--- config.mk ---
export PLATFORM = sky130hd
export DESIGN_NAME = shift_cmd_sequencer
export DESIGN_NICKNAME = d
export VERILOG_FILES = /design/src/rtl/shift_cmd_sequencer.sv
export SDC_FILE = /design/constraint.sdc
export NUM_CORES = 1
export LEC_CHECK = 0
export BUFFER_PORTS_ARGS = -buffer_cell sky130_fd_sc_hd__clkbuf_2
export CAP_MARGIN = 25
export CORE_ASPECT_RATIO = 0.8
export CORE_MARGIN = 2
export CORE_UTILIZATION = 50
export DETAILED_ROUTE_END_ITERATION = 10
export GPL_ROUTABILITY_DRIVEN = 0
export GPL_TIMING_DRIVEN = 0
export PLACE_DENSITY = 0.71
export SYNTH_ARGS = -nofsm -noshare
export SYNTH_HDL_FRONTEND = slang
export SYNTH_SLANG_ARGS = --single-unit
--- constraint.sdc ---
create_clock -name clk -period 2.25 [get_ports clk]
set_input_delay 0.3375 -clock clk [delete_from_list [all_inputs] [get_ports clk]]
set_output_delay 0.3375 -clock clk [all_outputs]
set_load 0.05 [all_outputs]
--- src/rtl/shift_cmd_sequencer.sv ---
// Command FIFO + result register front-end for an external 4-bit barrel shifter.
// Optional `SHIFT_SEQ_OPCOUNT_EN adds a 16-bit count of completed output handshakes.
module shift_cmd_sequencer #(
    parameter int DEPTH  = 4,
    parameter int DATA_W = 4
) (
    input  logic                     clk,
    input  logic                     rst_n,
    input  logic                     in_valid,
    output logic                     in_ready,
    input  logic [DATA_W-1:0]        in_data,
    input  logic [1:0]               in_shift,
    input  logic [1:0]               in_mode,
    output logic [DATA_W-1:0]        sh_data_in,
    output logic [1:0]               sh_shift,
    output logic [1:0]               sh_mode,
    input  logic [DATA_W-1:0]        sh_data_out,
    output logic                     out_valid,
    input  logic                     out_ready,
    output logic [DATA_W-1:0]        out_data,
    output logic [1:0]               out_mode,
    output logic [$clog2(DEPTH):0]   level
`ifdef SHIFT_SEQ_OPCOUNT_EN
    ,
    output logic [15:0]              op_count
`endif
);
    localparam int AW = $clog2(DEPTH);

    typedef struct packed {
        logic [DATA_W-1:0] data;
        logic [1:0]        shift;
        logic [1:0]        mode;
    } cmd_t;

    typedef enum logic {IDLE, HOLD} state_t;

    cmd_t          mem [DEPTH];
    cmd_t          head;
    logic [AW:0]   wr_ptr, rd_ptr;
    logic          full, empty, push, pop;
    state_t        state;

    // Extra MSB distinguishes full from empty when the index bits match.
    assign full     = (wr_ptr[AW] != rd_ptr[AW]) && (wr_ptr[AW-1:0] == rd_ptr[AW-1:0]);
    assign empty    = (wr_ptr == rd_ptr);
    assign level    = wr_ptr - rd_ptr;
    assign in_ready = !full;
    assign push     = in_valid && !full;
    assign pop      = !empty && ((state == IDLE) || out_ready);

    assign head       = empty ? '0 : mem[rd_ptr[AW-1:0]];
    assign sh_data_in = head.data;
    assign sh_shift   = head.shift;
    assign sh_mode    = head.mode;

    always_ff @(posedge clk) begin
        if (push)
            mem[wr_ptr[AW-1:0]] <= '{data: in_data, shift: in_shift, mode: in_mode};
    end

    always_ff @(posedge clk or negedge rst_n) begin
        if (!rst_n) begin
            wr_ptr <= '0;
            rd_ptr <= '0;
        end else begin
            if (push) wr_ptr <= wr_ptr + 1'b1;
            if (pop)  rd_ptr <= rd_ptr + 1'b1;
        end
    end

    // Result register: a pop always lands a new result; otherwise a drained
    // result just drops valid and leaves data/mode untouched.
    always_ff @(posedge clk or negedge rst_n) begin
        if (!rst_n) begin
            state     <= IDLE;
            out_valid <= 1'b0;
            out_data  <= '0;
            out_mode  <= '0;
        end else begin
            case (state)
                IDLE: begin
                    if (!empty) begin
                        state     <= HOLD;
                        out_valid <= 1'b1;
                        out_data  <= sh_data_out;
                        out_mode  <= head.mode;
                    end
                end
                HOLD: begin
                    if (out_ready) begin
                        if (!empty) begin
                            out_data <= sh_data_out;
                            out_mode <= head.mode;
                        end else begin
                            state     <= IDLE;
                            out_valid <= 1'b0;
                        end
                    end
                end
                default: begin
                    state     <= IDLE;
                    out_valid <= 1'b0;
                end
            endcase
        end
    end

`ifdef SHIFT_SEQ_OPCOUNT_EN
    always_ff @(posedge clk or negedge rst_n) begin
        if (!rst_n)
            op_count <= '0;
        else if (out_valid && out_ready)
            op_count <= op_count + 16'd1;
    end
`endif

endmodule
==> results list, run 1 <==
- H-tree levels: 2
- Setup repair after global routing left no endpoint under its margin.
- The die is 74.0 um wide.
* Total length of routed met2 wires: 1940 um
- Depth of the most critical reg-to-reg path: 4
- Transition time of the tightest slew-check pin: 0.679 ns
- Post-synthesis cell count: 109
* Number of pins exceeding their max-slew limit in the final report: 0
- The via count of the first global-routing pass was 1081.
- Placement Cell Area: 2200 sq um
- During placement, the flow inserted port buffers numbering 34.
- Final TNS setup: 0 ns
- Synthesized area per cell: 18.0 sq um
- After detailed routing, the average wire length per cell comes to 16.3 um.
- The clock net in this run drives a total of 46 sinks.
- Clock root buffer: sky130_fd_sc_hd__clkbuf_8
- Once detail routing completed, the nets flagged for antenna violations numbered 0.
- Vias after detailed routing: 1034
- Hold Vio Cnt, Final: 0
- The worst setup path is launched from a flop.
- Global-route wire length before repair: 5440 um
* Initial core utilization: 51.8%
- Routed wl met3: 112 um
- Entering global routing, the biggest net connects 15 pins.
* WL met1: 1360 um
- Cells along the critical path: buf_6, mux4_2, nor2b_1, clkbuf_4
* Commonest non-fill, non-tap cell in the layout: sky130_fd_sc_hd__edfxtp_1
* Via density: 4.92
- Count of state elements after synthesis: 46
- Number of nets at the end of the flow: 178
- Top library cells by usage in the layout, fill and taps aside: 32 x sky130_fd_sc_hd__edfxtp_1, 25 x sky130_fd_sc_hd__clkbuf_2, 14 x sky130_fd_sc_hd__dfrtp_1
- Clock buffers created by TritonCTS: 5
- Hold path cells: 1
- The worst setup path is captured at an output pin.
- Summing the sequential cell areas from Yosys gives 67.0% of the chip area.
- Crit-path leading delay family: multiplexers
- Cell type of the slowest stage on the worst timing path: sky130_fd_sc_hd__mux4_2
- Antenna violations before repair: 0
* Fraction of final layout cells sized beyond drive strength 1: 45.2%
- The endpoint identified for the worst register-to-register timing path is mem[3][1].
- In the finished design, the share of the clock period the worst path needs comes to 96.0%.
* Worst slew margin: 54.5%
- Slowest Stage Delay on Critical Path: 0.52 ns
- The pre-antenna-repair detailed-routing pass consisted of 4 iterations.
* Number of design rule violations left after detail routing: 0
- Result of the run: complete, no violations
- Clock-pin slew was measured on the worst setup and hold paths at 0.08 ns.
- The routed design has 3430 um of wire.
* Clock Latency Late Sink: 0.29 ns
- Required time reported for the critical path endpoint: 1.91 ns
- Across every metal layer, demand over resource in global routing totals 18.1%.
* Min-delay src: in_mode[0]
- Syn. warnings: 0
- After detailed routing, no signal wire sits above met4.
- The critical path contains buffers and inverters numbering 2 combined.
- Type of the setup path with the least slack: reg -> out
* Total number of placement rows: 20
- TritonCTS built the clock tree.
- When the netlist entered floorplanning its net count stood at 133.
* Area of the die: 4440 sq um
- After global routing the overflow that remains totals 0.
- Height of the die: 60.0 um
* Post-route standard cell area excluding fillers: 2410 sq um
- The synthesized netlist contains 24 unique library cells.
* Layout overhead on the synthesized area: 23.1%
- Achievable Freq: 0.463 GHz
- Class of the tightest hold or removal check: in -> reg
- Startpoint of the lowest-slack register-to-register path: wr_ptr[0]
* Slack of the worst reg-to-reg path: 0.23 ns
- Count of maximum capacitance violations: 0
* CORE AREA: 3780 sq um
- The wire-length estimate of the detail-placed layout is 2340 um.
* Worst Hold Path EP: mem[2][0]
* Minimum clock period after layout: 2.16 ns
* Detailed Route Iter0 Violations: 82
- Clock Skews: 0.00572 ns
- Setup violations remaining at the end of the flow were counted as 0.
- Largest driver fanout on the critical path: 9
* Post-Synthesis Cell Area: 1960 sq um
- Maximum clock insertion buffer count: 2
* IO Pins: 35
* Number of antenna cells inserted: 0
- Critical Path AT: 1.82 ns
[timing repair]
action	CTS	global route
endpoints found under the setup margin	50	9
pin swaps	1	1
hold buffers	1	0
endpoints found under the hold margin	14	0
buffers inserted	1	0
gates resized for setup	17	10
cloned	1	0
[area by class of cell]
type,instances,area [sq um]
Multi-Input combinational cell,55,663
Clock buffer,7,96.3
Sequential cell,46,1310
Tap cell,55,68.8
Inverter,7,26.3
Timing Repair Buffer,37,210
Clock inverter,1,8.76
Fill cell,281,1370
Buffer,2,26.3
[metrics by stage]
stage / hold WS, ns / utilization, % / setup slack (ns) / cells
6_report: 0.260 / 63.8 / 0.0910 / 210
5_1_grt: 0.254 / 63.8 / 0.0109 / 210
4_1_cts: 0.250 / 63.3 / 0.0429 / 210
3_5_place_dp: 0.268 / 58.3 / -0.612 / 199
3_3_place_gp: 0.259 / 58.1 / -0.596 / 198
2_1_floorplan: 0.0419 / - / -0.226 / 109
[worst max path at each step]
stage / start / endpoint / slack, ns / cells past startpoint
finish: rd_ptr[0] / sh_mode[0] / 0.09 / 4
CTS: wr_ptr[0] / sh_shift[1] / 0.04 / 6
global route: rd_ptr[1] / sh_mode[0] / 0.01 / 7
floorplan: rd_ptr[1] / sh_data_in[0] / -0.23 / 6
detailed placement: rd_ptr[1] / sh_shift[1] / -0.61 / 7
global placement: rd_ptr[1] / sh_shift[1] / -0.60 / 7
[cells in the mapped netlist]
master,number,area (sq um)
sky130_fd_sc_hd__o21ai_4,1,16.3
sky130_fd_sc_hd__xor2_1,2,17.5
sky130_fd_sc_hd__dfrtp_1,14,350
sky130_fd_sc_hd__a21oi_1,1,5.00
sky130_fd_sc_hd__a31oi_4,1,21.3
sky130_fd_sc_hd__xor2_4,1,27.5
sky130_fd_sc_hd__and2_1,3,18.8
sky130_fd_sc_hd__ha_1,7,87.6
sky130_fd_sc_hd__inv_1,7,26.3
sky130_fd_sc_hd__fa_1,1,20.0
sky130_fd_sc_hd__buf_2,1,5.00
sky130_fd_sc_hd__a211oi_1,1,7.51
sky130_fd_sc_hd__a31oi_1,1,6.26
sky130_fd_sc_hd__mux2_2,8,90.1
sky130_fd_sc_hd__nor2_1,1,3.75
sky130_fd_sc_hd__edfxtp_1,32,961
sky130_fd_sc_hd__mux4_2,8,180
sky130_fd_sc_hd__clkbuf_1,1,3.75
sky130_fd_sc_hd__nand2b_1,1,6.26
sky130_fd_sc_hd__nand3_1,1,5.00
sky130_fd_sc_hd__xnor2_1,3,26.3
sky130_fd_sc_hd__nand2_1,4,15.0
sky130_fd_sc_hd__o211ai_1,1,7.51
sky130_fd_sc_hd__nor2b_1,8,50.1
[layer usage]
metal  up-vias  global-route usage, %
met1       517                   22.1
met2        21                   31.1
met3         4                   4.22
met4         0                   7.79
met5         -                      0
li1        492                      -
[cells by family (layout without fill, tap and decap cells)]
kind of cell | Yosys count | after routing | share of synthesized area [%]
mux | 16 | 16 | 13.8
buf+inv | 9 | 54 | 1.79
simple gates | 18 | 19 | 5.05
fa+ha+maj | 8 | 8 | 5.50
flops | 46 | 46 | 67.0
compound gates | 6 | 6 | 3.26
xor+xnor | 6 | 6 | 3.64
[state kept, by name, summed over array words and instances (netlist names)]
signal,cells
rd_ptr,3
out_data,4
wr_ptr,3
mem,32
state,1
out_valid,1
out_mode,2
[worst register-to-register path: cells and delay by family, from the launching register on]
kind | cells | cell delay, ns
AO/OA/AOI/OAI | 1 | 0.58
adder cells (fa/ha/maj) | 1 | 0.27
flip-flops | 1 | 0.42
buffers and inverters | 2 | 0.48
Power of run 1 is not shown: default switching activity piles up to over one toggle a cycle in this logic, so the estimate is an artifact.
==> inputs of run 2 (changes only) <==
--- a/config.mk
+++ b/config.mk
@@ -9,5 +9,7 @@
 export CAP_MARGIN = 25
+export CELL_PAD_IN_SITES_DETAIL_PLACEMENT = 1
+export CELL_PAD_IN_SITES_GLOBAL_PLACEMENT = 1
 export CORE_ASPECT_RATIO = 0.8
 export CORE_MARGIN = 2
-export CORE_UTILIZATION = 50
+export CORE_UTILIZATION = 46
 export DETAILED_ROUTE_END_ITERATION = 10
@@ -15,3 +17,3 @@
 export GPL_TIMING_DRIVEN = 0
-export PLACE_DENSITY = 0.71
+export PLACE_DENSITY = 0.76
 export SYNTH_ARGS = -nofsm -noshare
==> constraint.sdc (replaced) <==
create_clock -name clk -period 2.25 [get_ports clk]
set_input_delay 0.1125 -clock clk [delete_from_list [all_inputs] [get_ports clk]]
set_output_delay 0.1125 -clock clk [all_outputs]
set_load 0.05 [all_outputs]
==> run 2 against run 1 <==
First-iteration DRC count is 30% lower. Sequential share of layout area is 0.59 points higher. Setup slack better by 0.019 ns. Flip-flop and latch count is the same. Wire length grew 8.7%. Clock skew decreased by 0.0035 ns. Global-route usage decreased by 0.44 points. Critical path type unchanged. Register-to-register slack worse by 0.06 ns. Critical path depth grew 4. Clock-buffer cell count is the same. Via count rose by 1.8%.
==> results list, run 2 (synthesis gave the netlist of run 1 again) <==
- Clock root buffer: sky130_fd_sc_hd__clkbuf_8
- Number of pins exceeding their max-slew limit in the final report: 0
* Post-route antenna net violation count: 0
- Class of the tightest hold or removal check: in -> reg
* Worst Setup Slack, final: 0.110 ns
- The first TritonRoute pass finished after 4 iterations.
- Clock Latency Late Sink: 0.29 ns
- Data on the critical path is required at its endpoint by 2.14 ns.
- CORE AREA: 4130 sq um
- After floorplanning, the core was divided into 21 placement rows.
- Vias after detailed routing: 1053
- Largest driver fanout on the critical path: 10
* Critical Path AT: 2.03 ns
* Layout overhead on the synthesized area: 21.9%
- Vias in the first global route: 1203
* Number of antenna cells inserted: 0
- In the final layout, the share of cells above drive strength 1 is 42.9%.
- In this run the number of H-tree levels came out at 2.
- After detailed routing, the number of remaining DRC violations is 0.
- The final hold violation count was 0.
* Placement Cell Area: 2210 sq um
- Entering global routing, the biggest net connects 15 pins.
* Maximum clock insertion buffer count: 2
* Detailed Place HPWL: 2490 um
- Total of buffers placed on input and output ports: 34
- Final TNS setup: 0 ns
- The number of antenna violations at the first check in global routing is 0.
- Area of the die: 4800 sq um
- The top cell types in the final layout, fill and taps aside, are 32 x sky130_fd_sc_hd__edfxtp_1, 26 x sky130_fd_sc_hd__clkbuf_2, 13 x sky130_fd_sc_hd__dfrtp_1.
- At the pin with the least slew margin, the transition time is 0.464 ns.
- Post-route standard cell area excluding fillers: 2390 sq um
- After clock tree synthesis, the clock-pin slew on the worst setup and hold paths is 0.08 ns.
- Slack of the worst reg-to-reg path: 0.17 ns
- After detailed routing, the number of vias per cell comes to 4.99.
- The initial utilization of the core area, before any placement, comes to 47.5%.
- Global-route wire length before repair: 6230 um
* Result of the run: complete, no violations
* Height of the die: 62.4 um
* Worst slew margin: 69.1%
* Type of origin of the critical path: flop
- Once layout is complete, the cells apart from fillers number 211.
- After detailed routing, the average wire length per cell comes to 17.7 um.
* Number of sinks driven by the clock tree: 46
* Commonest non-fill, non-tap cell in the layout: sky130_fd_sc_hd__edfxtp_1
* Detailed Route Iter0 Violations: 57
- The total overflow left after global routing is 0.
- Pin placement for this block handled 35 I/O pins.
- Prior to clock tree synthesis, the placed netlist has a worst setup slack of -0.440 ns.
- In this run, CTS created clock tree buffers numbering 5.
- The worst setup path is captured at an output pin.
* Minimum clock period after layout: 2.14 ns
- Post-route fraction of the period consumed by the critical path: 95.1%
- Die extent in x: 76.9 um
- Derived from the worst setup path, the maximum achievable clock frequency is 0.467 GHz.
- Aggregate routed wire length: 3730 um
* Placed Cells: 201
* Largest register FFs: 32
* Number of nets at the end of the flow: 177
- Setup violations remaining at the end of the flow were counted as 0.
* Type of the setup path with the least slack: reg -> out
- CTS tree: built
- Unrepaired setup endpoints after global routing: false
- Clock skew on the completed layout was measured at 0.00222 ns.
- The tool flagged a number of max-cap violations equal to 0.
- Across every metal layer, demand over resource in global routing totals 17.7%.
## run 2: what timing repair did
action                                 CTS  global route
gates resized for setup                 13             4
setup endpoints to repair               47            17
endpoints found under the hold margin   14             0
setup buffers                            1             0
hold buffers                             1             0
pin swaps                                1             0
cloned                                   0             0
## run 2: worst paths after layout
| check | from | to | cells past startpoint |
|---|---|---|---|
| max in group asynchronous | rst_n | rd_ptr[1] | 2 |
| worst min register to register | state | out_valid | 1 |
| worst max-delay path | rd_ptr[1] | sh_data_in[2] | 8 |
| min in group asynchronous | rst_n | wr_ptr[2] | 2 |
| worst max register to register | rd_ptr[1] | mem[0][2] | 5 |
| worst min-delay path | in_mode[0] | mem[2][0] | 1 |
## run 2: cell type report
cell class / instances / area, sq um
Buffer: 2 / 16.3
Clock buffer: 7 / 76.3
Clock inverter: 1 / 30.0
Fill cell: 417 / 1740
Inverter: 7 / 26.3
Multi-Input combinational cell: 54 / 627
Sequential cell: 46 / 1310
Tap cell: 57 / 71.3
Timing Repair Buffer: 37 / 228
## run 2: metal layers
| layer | share of wire, % | track usage [%] |
|---|---|---|
| met1 | 42 | 21.8 |
| met2 | 52 | 29.4 |
| met3 | 3.4 | 4.51 |
| met4 | 2.7 | 8.18 |
| met5 | 0 | 0 |
## run 2: critical path: stages (launching register included)
cell and delay [ns]:
sky130_fd_sc_hd__dfrtp_2 0.42, sky130_fd_sc_hd__buf_6 0.17, sky130_fd_sc_hd__inv_1 0.06, sky130_fd_sc_hd__ha_1 0.38, sky130_fd_sc_hd__nand2_4 0.14, sky130_fd_sc_hd__nor2_4 0.06
sky130_fd_sc_hd__buf_12 0.15, sky130_fd_sc_hd__nor2b_1 0.11, sky130_fd_sc_hd__clkbuf_4 0.24
## run 2: per-stage QoR
stage	utilization, %	hold slack, ns
after floorplan	-	-0.183
after global placement	53.3	0.0365
after detailed placement	53.5	0.0519
after CTS	57.6	0.0248
after global routing	57.9	0.0262
final	57.9	0.0335
Power of run 2 is left out for the same reason.
==> inputs of run 3 (changes only) <==
Settings changed: CORE_MARGIN 2 to 8, CORE_UTILIZATION 46 to 30, PLACE_DENSITY 0.76 to 0.53.
==> run 3 against run 2 <==
Setup slack gained 0.058 ns. Die area rose by 96%. Critical path depth unchanged. Cell count grew 14%. Clock skew increased by 0.0057 ns.
==> results list, run 3 (synthesis gave the netlist of run 1 again) <==
- Result of the run: complete, no violations
* Die extent in x: 106 um
* Slowest Stage Delay on Critical Path: 0.41 ns
* Worst slew margin: 57.2%
- After detailed routing, the number of remaining DRC violations is 0.
- Cells with a size suffix above 1 make up 43.9% of the layout.
- Util after Layout: 38.1%
* Critical Path AT: 1.97 ns
- Required time reported for the critical path endpoint: 2.14 ns
- Largest driver fanout on the critical path: 10
* Cell type of the slowest stage on the worst timing path: sky130_fd_sc_hd__dfrtp_1
- Class of the tightest hold or removal check: in -> reg
- Setup violations remaining at the end of the flow were counted as 0.
* Total number of placement rows: 26
- STA classifies the critical path startpoint as a flop.
- The worst setup path is captured at an output pin.
- The clock net in this run drives a total of 46 sinks.
- Number of nets at the end of the flow: 180
- The H-tree was split into 2 levels.
* Via density: 4.36
- The floorplan step defined a die boundary enclosing 9380 sq um.
- The register with the most flip-flops in the layout has 32 of them.
* Commonest non-fill, non-tap cell in the layout: sky130_fd_sc_hd__edfxtp_1
- Before antenna repair, the detailed router went through 4 iterations.
* Clock Skews: 0.00788 ns
- Height of the die: 88.3 um
- The final critical path takes up 92.5% of the cycle.
- Post-route standard cell area excluding fillers: 2420 sq um
- The total count of max-transition violations in the final report was 0.
- TritonCTS built the clock tree.
- The library cells used most frequently in the layout, excluding fill and tap cells, are 32 x sky130_fd_sc_hd__edfxtp_1, 26 x sky130_fd_sc_hd__clkbuf_2, 14 x sky130_fd_sc_hd__dfrtp_1.
- Clock latency on the worst-skew pair, taken at its later pin, is 0.29 ns.
- After clock tree synthesis, the clock-pin slew on the worst setup and hold paths is 0.09 ns.
* Antenna violations before repair: 0
- Clock root buffer: sky130_fd_sc_hd__clkbuf_8
- Total of buffers placed on input and output ports: 34
* Fillcell total: 669
* Maximum clock insertion buffer count: 2
* Transition time of the tightest slew-check pin: 0.638 ns
- The first global-routing pass estimated 6550 um of wire.
- The critical path in this run is classified as reg -> out.
* Layout overhead on the synthesized area: 23.5%
- Unrepaired setup endpoints after global routing: false
- Largest net degree at the start of global routing: 15
* Clock buffers created by TritonCTS: 5
- Placement Cell Area: 2240 sq um
- Summed over all nets, the half-perimeter wirelength after detailed placement is 2940 um.
- Derived from the worst setup path, the maximum achievable clock frequency is 0.480 GHz.
- The final hold violation count was 0.
- Across the run, the number of max-cap violations was 0.
* Wire length per cell after detailed routing: 16.7 um
* CORE AREA: 6340 sq um
- Vias in the first global route: 1261
* Minimum clock period after layout: 2.08 ns
* Vias after detailed routing: 1051
- IO Pins: 35
- The detailed router finished its first iteration with 28 violations.
* Congestion Overflow GR: 0
- For this configuration, the core starts out at a cell density of 30.9%.
* Post-route antenna net violation count: 0
- Cells along the critical path: clkbuf_8, inv_1, ha_2, nand2_4, nor2_4, buf_4, nor2b_1, buf_6
- The repair_antennas step left the layout with diodes totalling 0.
- In the global route stage, overall resource usage came out at 9.35%.
- Final TNS setup: 0 ns
- The final layout contains routed wiring with a total length of 4020 um.
==> run 3: cell count changes in the layout (fill, tap and decap cells not counted), moves of 2 or more <==
| cell | previous run | this run |
|---|---|---|
| sky130_fd_sc_hd__clkbuf_1 | 2 | 0 |
| sky130_fd_sc_hd__buf_4 | 1 | 8 |
| sky130_fd_sc_hd__clkbuf_4 | 8 | 4 |
| sky130_fd_sc_hd__clkinv_1 | 0 | 2 |
==> run 3: worst paths after layout <==
path	start	endpoint	slack, ns	cells past startpoint
max reg2reg	wr_ptr[0]	mem[3][2]	0.19	4
max	rd_ptr[1]	sh_data_in[1]	0.17	8
max in group asynchronous	rst_n	rd_ptr[0]	1.71	2
min in group asynchronous	rst_n	out_valid	0.26	2
min reg2reg	state	out_valid	0.47	1
min	in_data[3]	mem[2][7]	0.04	1
==> run 3: critical path: cells and delay by family (launching register included) <==
| kind | cells | cell delay, ns |
|---|---|---|
| adder cells (fa/ha/maj) | 1 | 0.31 |
| buffers and inverters | 4 | 0.61 |
| flip-flops | 1 | 0.41 |
| AND/OR/NAND/NOR | 3 | 0.36 |
==> run 3: metal layers <==
layer / part of all wire, % / GRT usage [%]
met5: 0 / 0
met1: 41 / 9.92
met3: 3.8 / 2.91
met4: 0.67 / 3.82
met2: 55 / 17.1
==> run 3: repair_timing <==
item	CTS	global route
gates cloned	0	0
setup buffers	3	1
setup endpoints to repair	49	13
hold buffers	1	0
gates resized for setup	12	11
endpoints found under the hold margin	14	0
pin swaps	1	0
==> run 3: final cells by class <==
cell class                 instances  area, sq um  share of cell area (%)
buffer                             2         18.8                   0.776
tap                               84          105                    4.35
clock buffer                       5         68.8                    2.85
sequential                        46         1310                    54.2
timing repair buffer              40          241                    9.99
multi-input combinational         54          629                    26.0
inverter                           7         26.3                    1.09
clock inverter                     3         16.3                   0.673
==> run 3: metrics by stage <==
stage | cells | worst slack [ns] | hold WS [ns]
after floorplan | 109 | -0.000984 | -0.183
after global placement | 227 | -0.583 | 0.0425
after detailed placement | 228 | -0.576 | 0.0530
after CTS | 240 | 0.00115 | 0.0301
after global routing | 241 | 0.0343 | 0.0356
final | 241 | 0.168 | 0.0397
Power of run 3 is left out for the same reason.
